## src/rtl/stream_injector.sv

```systemverilog
`default_nettype none
// ============================================================================
// Module   : stream_injector
// Brief    : FIFO-buffered AXI-Stream injector with a packet-boundary enable
//            gate and beat/packet statistics counters.
// Revision : 1.0 - initial release
// ============================================================================
module stream_injector #(
    parameter int TDATA_WIDTH = 512,
    parameter int TKEEP_WIDTH = TDATA_WIDTH / 8,
    parameter int TDEST_WIDTH = 16,
    parameter int TID_WIDTH   = 16,
    parameter int FIFO_DEPTH  = 4,
    parameter int CNT_WIDTH   = 32
) (
    input  logic                          clk,
    input  logic                          rst,
    input  logic                          enable,
    input  logic [TDATA_WIDTH-1:0]        hls_TDATA,
    input  logic [TKEEP_WIDTH-1:0]        hls_TKEEP,
    input  logic [TDEST_WIDTH-1:0]        hls_TDEST,
    input  logic [TID_WIDTH-1:0]          hls_TID,
    input  logic                          hls_TVALID,
    input  logic                          hls_TLAST,
    output logic                          hls_TREADY,
    output logic [TDATA_WIDTH-1:0]        out_TDATA,
    output logic [TKEEP_WIDTH-1:0]        out_TKEEP,
    output logic [TDEST_WIDTH-1:0]        out_TDEST,
    output logic [TID_WIDTH-1:0]          out_TID,
    output logic                          out_TVALID,
    output logic                          out_TLAST,
    input  logic                          out_TREADY,
    output logic [$clog2(FIFO_DEPTH):0]   fifo_level,
    output logic [CNT_WIDTH-1:0]          beat_count,
    output logic [CNT_WIDTH-1:0]          pkt_count,
    output logic                          busy
);

    localparam int c_AW = $clog2(FIFO_DEPTH);
    localparam int c_LW = c_AW + 1;
    localparam int c_EW = TDATA_WIDTH + TKEEP_WIDTH + TDEST_WIDTH + TID_WIDTH + 1;
    localparam logic [c_LW-1:0] c_FULL = c_LW'(FIFO_DEPTH);

    typedef enum logic [1:0] {
        ST_IDLE     = 2'd0,
        ST_ACTIVE   = 2'd1,
        ST_STOPPING = 2'd2
    } state_t;

    state_t             r_state;
    state_t             w_state_nxt;
    logic [c_EW-1:0]    r_mem [FIFO_DEPTH];
    logic [c_AW-1:0]    r_wr_ptr;
    logic [c_AW-1:0]    r_rd_ptr;
    logic [c_LW-1:0]    r_level;
    logic               r_in_pkt;
    logic               r_hold;
    logic [CNT_WIDTH-1:0] r_beat_cnt;
    logic [CNT_WIDTH-1:0] r_pkt_cnt;

    logic               w_empty;
    logic               w_wr;
    logic               w_rd;
    logic               w_last_xfer;
    logic               w_in_pkt_nxt;
    logic [c_EW-1:0]    w_head;

    assign w_empty    = (r_level == '0);
    assign hls_TREADY = !rst && (r_level != c_FULL);
    assign w_wr       = hls_TVALID && hls_TREADY;

    // r_hold keeps a stalled beat presented even if the gate closes underneath it
    assign out_TVALID  = !rst && !w_empty && ((r_state != ST_IDLE) || r_hold);
    assign w_rd        = out_TVALID && out_TREADY;
    assign w_head      = r_mem[r_rd_ptr];
    assign {out_TDATA, out_TKEEP, out_TDEST, out_TID, out_TLAST} = w_head;
    assign w_last_xfer = w_rd && out_TLAST;
    assign w_in_pkt_nxt = w_rd ? !out_TLAST : r_in_pkt;

    assign fifo_level = r_level;
    assign beat_count = r_beat_cnt;
    assign pkt_count  = r_pkt_cnt;
    assign busy       = !rst && ((r_state != ST_IDLE) || !w_empty);

    always_ff @(posedge clk) begin
        if (w_wr) begin
            r_mem[r_wr_ptr] <= {hls_TDATA, hls_TKEEP, hls_TDEST, hls_TID, hls_TLAST};
        end
    end

    always_ff @(posedge clk) begin
        if (rst) begin
            r_state    <= ST_IDLE;
            r_wr_ptr   <= '0;
            r_rd_ptr   <= '0;
            r_level    <= '0;
            r_in_pkt   <= 1'b0;
            r_hold     <= 1'b0;
            r_beat_cnt <= '0;
            r_pkt_cnt  <= '0;
        end else begin
            r_state  <= w_state_nxt;
            r_in_pkt <= w_in_pkt_nxt;
            r_hold   <= out_TVALID && !out_TREADY;
            if (w_wr) begin
                r_wr_ptr <= r_wr_ptr + 1'b1;
            end
            if (w_rd) begin
                r_rd_ptr   <= r_rd_ptr + 1'b1;
                r_beat_cnt <= r_beat_cnt + 1'b1;
            end
            if (w_last_xfer) begin
                r_pkt_cnt <= r_pkt_cnt + 1'b1;
            end
            case ({w_wr, w_rd})
                2'b10:   r_level <= r_level + 1'b1;
                2'b01:   r_level <= r_level - 1'b1;
                default: r_level <= r_level;
            endcase
        end
    end

    always_comb begin
        w_state_nxt = r_state;
        case (r_state)
            ST_IDLE: begin
                if (enable) begin
                    w_state_nxt = ST_ACTIVE;
                end
            end
            ST_ACTIVE: begin
                if (!enable) begin
                    if ((!out_TVALID || w_last_xfer) && !w_in_pkt_nxt) begin
                        w_state_nxt = ST_IDLE;
                    end else begin
                        w_state_nxt = ST_STOPPING;
                    end
                end
            end
            ST_STOPPING: begin
                if (enable) begin
                    w_state_nxt = ST_ACTIVE;
                end else if (w_last_xfer) begin
                    w_state_nxt = ST_IDLE;
                end
            end
            default: w_state_nxt = ST_IDLE;
        endcase
    end

endmodule
`default_nettype wire
```

## config.mk

```make
export PLATFORM = sky130hd
export DESIGN_NAME = stream_injector
export DESIGN_NICKNAME = d
export VERILOG_FILES = /design/src/rtl/stream_injector.sv
export SDC_FILE = /design/constraint.sdc
export NUM_CORES = 2
export LEC_CHECK = 0
export CAP_MARGIN = 10
export CORE_AREA = 8 8 500 502
export CTS_CLUSTER_SIZE = 16
export DETAILED_ROUTE_END_ITERATION = 8
export DIE_AREA = 0 0 508 510
export PLACE_DENSITY_LB_ADDON = 0.15
export SYNTH_ARGS = -nofsm -noshare
export SYNTH_HDL_FRONTEND = slang
export SYNTH_SLANG_ARGS = --single-unit
```

## constraint.sdc

```tcl
create_clock -name clk -period 24.5 [get_ports clk]
set_input_delay 4.9 -clock clk [delete_from_list [all_inputs] [get_ports clk]]
set_output_delay 4.9 -clock clk [all_outputs]
set_load 0.02 [all_outputs]
```

Yosys cells after proc, flatten, opt, wreduce, memory -nomap -nowiden
Memories as Yosys holds them, arrays and structs flattened. A register that Yosys moved wholly into a read port is not among the register bits.
Cells that the tools add are included.
{"block": "totals", "reg_bits": 75, "ramBits": 2436, "in_bits": 614, "wordCells": 58, "n_memories": 1}
{"block": "classes", "addsub": 6, "n_eq_ne": 8, "n_mux": 12, "n_reduce_logical": 23}
{"name": "r_mem", "words": 4, "word_bits": 609, "read_ports": 1, "rd_clocked_by_memory_dff": 1, "wr": 1, "line": "52", "text": "logic [c_EW-1:0] r_mem [FIFO_DEPTH];"}
{"op": "adder 32 x 1 -> 32 bit (second input constant)", "count": 2}
{"op": "two-way mux 2 bit", "count": 7}
{"op": "logical AND 1 bit", "count": 9}
{"op": "logical NOT 1 bit", "count": 6}
{"op": "!= test 3 bit (second input constant)", "count": 2}
{"op": "case mux 2 bit (3 select lines)", "count": 1}
{"op": "case mux 3 bit (2 select lines)", "count": 1}
{"op": "adder 2 x 1 -> 2 bit (second input constant)", "count": 2}
{"op": "equality test 2 x 1 -> 1 bit (second input constant)", "count": 2}
{"op": "equality test 2 bit (second input constant)", "count": 2}
{"op": "!= test 2 bit (second input constant)", "count": 2}
{"op": "nonzero test 2 bit", "count": 2}
{"op": "adder 3 x 1 -> 3 bit (second input constant)", "count": 1}
{"op": "logical NOT 3 bit", "count": 1}
{"op": "logical OR 1 bit", "count": 3}
{"op": "two-way mux 1 bit", "count": 3}
{"op": "AND reduction 3 bit", "count": 1}
{"op": "subtractor 3 x 1 -> 3 bit (second input constant)", "count": 1}
{"op": "logical NOT 2 bit", "count": 1}

Logic depth before layout (Yosys ltp)
{"block": "depth", "depth_word": 11, "ltp_mapped": 11, "mapped_depth_nobuf": 10}

Worst setup path before layout
Ideal clock, no wire load.
{"block": "synth_path", "kind": "input to register", "startpoint": "input port rst", "endpoint": "memory r_mem[0][0] (netlist bit), enable pin", "setup_ns": 1.061, "t_arrival_ns": 19.441, "required_ns": 23.439, "setup_slack_ns": 3.998, "stages": 2, "path_buffers": 0, "path_cell_list": "a31oi_1 > and3_1"}
{"block": "synth_via", "elab_chain_len": 5}
{"item": "start, declared", "line": "17", "text": "input logic rst,"}
{"item": "logical NOT 1 bit", "line": "69", "text": "assign hls_TREADY = !rst && (r_level != c_FULL);"}
{"item": "logical AND 1 bit", "line": "69"}
{"item": "logical AND 1 bit", "line": "70", "text": "assign w_wr = hls_TVALID && hls_TREADY;"}
{"item": "two-way mux 1 bit", "line": "86", "text": "if (w_wr) begin"}
{"item": "two-way mux 1 bit (not written as such)", "line": "87", "text": "r_mem[r_wr_ptr] <= {hls_TDATA, hls_TKEEP, hls_TDEST, hls_TID, hls_TLAST};"}
{"item": "end, declared", "line": "52"}
Every way passes these cells.

Worst setup path after layout
{"block": "layout_path", "startpoint": "input port rst", "endpoint": "output port busy"}
{"block": "layout_via", "elab_chain_len": 2}
{"item": "logical NOT 1 bit", "line": "83", "text": "assign busy = !rst && ((r_state != ST_IDLE) || !w_empty);"}
{"item": "logical AND 1 bit", "line": "83"}
{"item": "end, declared", "line": "36", "text": "output logic busy"}
Every way passes these cells.

==> flow_metrics.env <==
export IMPL_status="finished, final reports clean"
export IMPL_hold_viol=0
export IMPL_syn_inst=3597
export IMPL_clock_latency_ns=0.89
export IMPL_combPwrFrac_pct=6.0
export IMPL_drtPass1Iterations=7
export IMPL_top_layer="met5"
export IMPL_cp_required_ns=19.60
export IMPL_fin_hold_ws_ns=0.457
export IMPL_ys_seq_area_share_pct=82.1
export IMPL_io_pins=1293
export IMPL_slew_headroom_pct=30.2
export IMPL_dr_wl_met3_mm=30.0
export IMPL_power_frac_seq_pct=51.7
export IMPL_yosys_warnings=0
export IMPL_placed_cells=7995
export IMPL_finalCritPeriodShare_pct=50.1
export IMPL_post_dp_cell_area_mm2=0.108
export IMPL_total_power_mw=9.39
export IMPL_place_ws_ns=12.16
export IMPL_die_area_mm2=0.259
export IMPL_area_delta_synth_final_pct=28.1
export IMPL_clkTransAtPathRegs_ns=0.06
export IMPL_cts_inserted_buffers=284
export IMPL_start_util_pct=37.6
export IMPL_synthFlopType="edfxtp_1"
export IMPL_root_buffer="clkbuf_16"
export IMPL_holdCritPathClass="flip-flop to flip-flop"
export IMPL_grt_max_degree=132
export IMPL_path_buf_inv=4
export IMPL_drtIter0Drc=3206
export IMPL_netlist_area_mm2=0.0910
export IMPL_ys_ff_latch=2513
export IMPL_crit_path_end_kind="output pin"
export IMPL_syn_nets=4219
export IMPL_grtUsageTotal_pct=19.2
export IMPL_synth_cell_types=37
export IMPL_wl_mm=257
export IMPL_die_w_um=508
export IMPL_worst_setup_path_start_kind="input pin"
export IMPL_postCtsSetupRepairBufs=0
export IMPL_worstSetupPathType="input pin to output pin"
export IMPL_synth_edf_count=2436
export IMPL_final_max_slew_viol_count=0
export IMPL_avgRoutedWirePerCell_um=30.1
export IMPL_max_cap_violations=0
export IMPL_max_stage_delay_ns=0.66
export IMPL_via_per_inst=5.15
export IMPL_grt_ovfl_total=0
export IMPL_internal_power_mw=7.43
export IMPL_postRouteAntennaNets=0
export IMPL_switchingPower_mw=1.95
export IMPL_num_vias=43908
export IMPL_setup_slack_ns=12.23
export IMPL_place_detailed_hpwl_mm=173
export IMPL_slowest_stage="clkdlybuf4s50_1"
export IMPL_avgSynthCellArea_um2=25.3
export IMPL_cts_tree="done"
export IMPL_arrival_ns=7.37
export IMPL_critPathTopFamily="buffers and inverters"
export IMPL_clkPwrFrac_pct=42.2
export IMPL_io_buffers=1292
export IMPL_grt_pass1_vias=45371
export IMPL_cts_resized_gates=0
export IMPL_p_leak_nw=35.9
export IMPL_rrSetupSlack_ns=18.44
export IMPL_fin_skew_ns=0.0559
export IMPL_ctsHoldBuffers=0
export IMPL_crit_chain="buf_2, buf_4, clkinv_1, nand2_1, o21ai_0, clkdlybuf4s50_1"
export IMPL_grt_pass1_wl_mm=354
export IMPL_fin_area_mm2=0.117
export IMPL_netSwitchingFraction_pct=20.8
export IMPL_finalSetupViolations=0
export IMPL_fin_util_pct=48.2
export IMPL_fin_nets=5701
export IMPL_core_area_mm2=0.242
export IMPL_drive_above_1_share_pct=19.7
export IMPL_clkSinkCount=2513
export IMPL_met1_length_mm=92.8
export IMPL_crit_fanout=75
export IMPL_dr_wl_met2_mm=126
export IMPL_die_h_um=510
export IMPL_gp_congestion=0.812
export IMPL_irDropWorstVdd_mv=0.0936
export IMPL_fmax_ghz=0.0815
export IMPL_p_per_area_mw_per_mm2=80.5
export IMPL_layout_cells_non_filler=8524
export IMPL_rows=181
export IMPL_async_reset_ff_share_pct=0
export IMPL_clockBufferDepth=4
export IMPL_period_needed_ns=12.27
export IMPL_htree_num_levels=5
export IMPL_rsz0062_at_grt="false"
export IMPL_worstMarginPinSlew_ns=1.05
export IMPL_drc=0
export IMPL_finalSetupTns_ns=0
export IMPL_antenna_found_initial=153
==> cells by family after synthesis <==
kind of cell               Yosys count  share of synthesized area [%]
and+or+nand+nor                    209                           1.19
DFF                               2513                           82.1
buffers and inverters              171                          0.791
AOI/OAI and AO/OA                   31                          0.201
muxes                              610                           15.1
xor gates and xnor gates            55                          0.529
adders and majority gates            8                          0.118
==> tightest hold or removal path, cell delays in order (launching register included) <==
cell	delay (ns)
dfxtp_1	0.30
inv_1	0.06
a21oi_1	0.06
==> cell usage in the layout, fill, tap and decap left out, types with 20 or more instances in the layout <==
| cell | instances |
|---|---|
| xnor2_1 | 28 |
| buf_4 | 52 |
| nand4_1 | 24 |
| clkdlybuf4s50_1 | 1291 |
| xor2_1 | 27 |
| diode_2 | 47 |
| clkbuf_1 | 59 |
| edfxtp_1 | 2436 |
| nand3_1 | 20 |
| dfxtp_1 | 75 |
| nand2_1 | 33 |
| clkinv_1 | 67 |
| clkinv_2 | 31 |
| nor2_1 | 61 |
| clkbuf_16 | 287 |
| mux4_2 | 609 |
==> flip-flops by register name, indices dropped and copies added, names as in the netlist, named ones only <==
name and cells:
r_hold 1, r_wr_ptr 2, beat_count 32, r_in_pkt 1
pkt_count 32, fifo_level 3, r_state 2, r_rd_ptr 2
r_mem 2436
==> cell type report <==
cell class / instances / area [µm²]
clock inverter: 135 / 1180
multi-input combinational: 913 / 15600
inverter: 13 / 48.8
fill: 19703 / 125000
clock buffer: 347 / 7420
timing repair buffer: 1354 / 13500
tap: 3202 / 4010
antenna: 47 / 118
sequential: 2513 / 74700
==> power groups by stage <==
| stage | clock, mW | combinational [mW] | sequential, mW |
|---|---|---|---|
| after floorplan | 0 | 0.218 | 5.02 |
| after global placement | 0 | 0.571 | 4.94 |
| after detailed placement | 0 | 0.574 | 4.95 |
| after CTS | 4.08 | 0.577 | 4.86 |
| after global routing | 4.24 | 0.597 | 4.86 |
| final | 3.96 | 0.565 | 4.86 |
==> final timing paths <==
path,from,to,cells past startpoint
hold reg to reg,r_in_pkt$_SDFF_PP0_,r_in_pkt$_SDFF_PP0_,2
hold / removal,r_in_pkt$_SDFF_PP0_,r_in_pkt$_SDFF_PP0_,2
setup reg to reg,fifo_level[1]$_SDFFE_PP0P_,r_mem[2][575]$_DFFE_PP_,8
setup / recovery,rst,busy,6
==> cells in the mapped netlist (17+ instances only) <==
master,n,share of area (%)
edfxtp_1,2436,80
mux4_2,609,15
dfxtp_1,77,1.7
clkbuf_1,72,0.30
nor2_1,61,0.25
buf_2,56,0.31
nand2_1,33,0.14
buf_1,28,0.12
xnor2_1,28,0.27
xor2_1,27,0.26
nand4_1,24,0.16
nand3_1,20,0.11
nor4_1,17,0.12
==> metal layers <==
metal | global-route usage [%] | vias up
met5 | 0 | -
met4 | 5.97 | 102
met3 | 9.90 | 533
met2 | 31.7 | 1610
met1 | 21.7 | 23166
li1 | - | 18497
No activity file was read; power rests on OpenSTA's default activity.
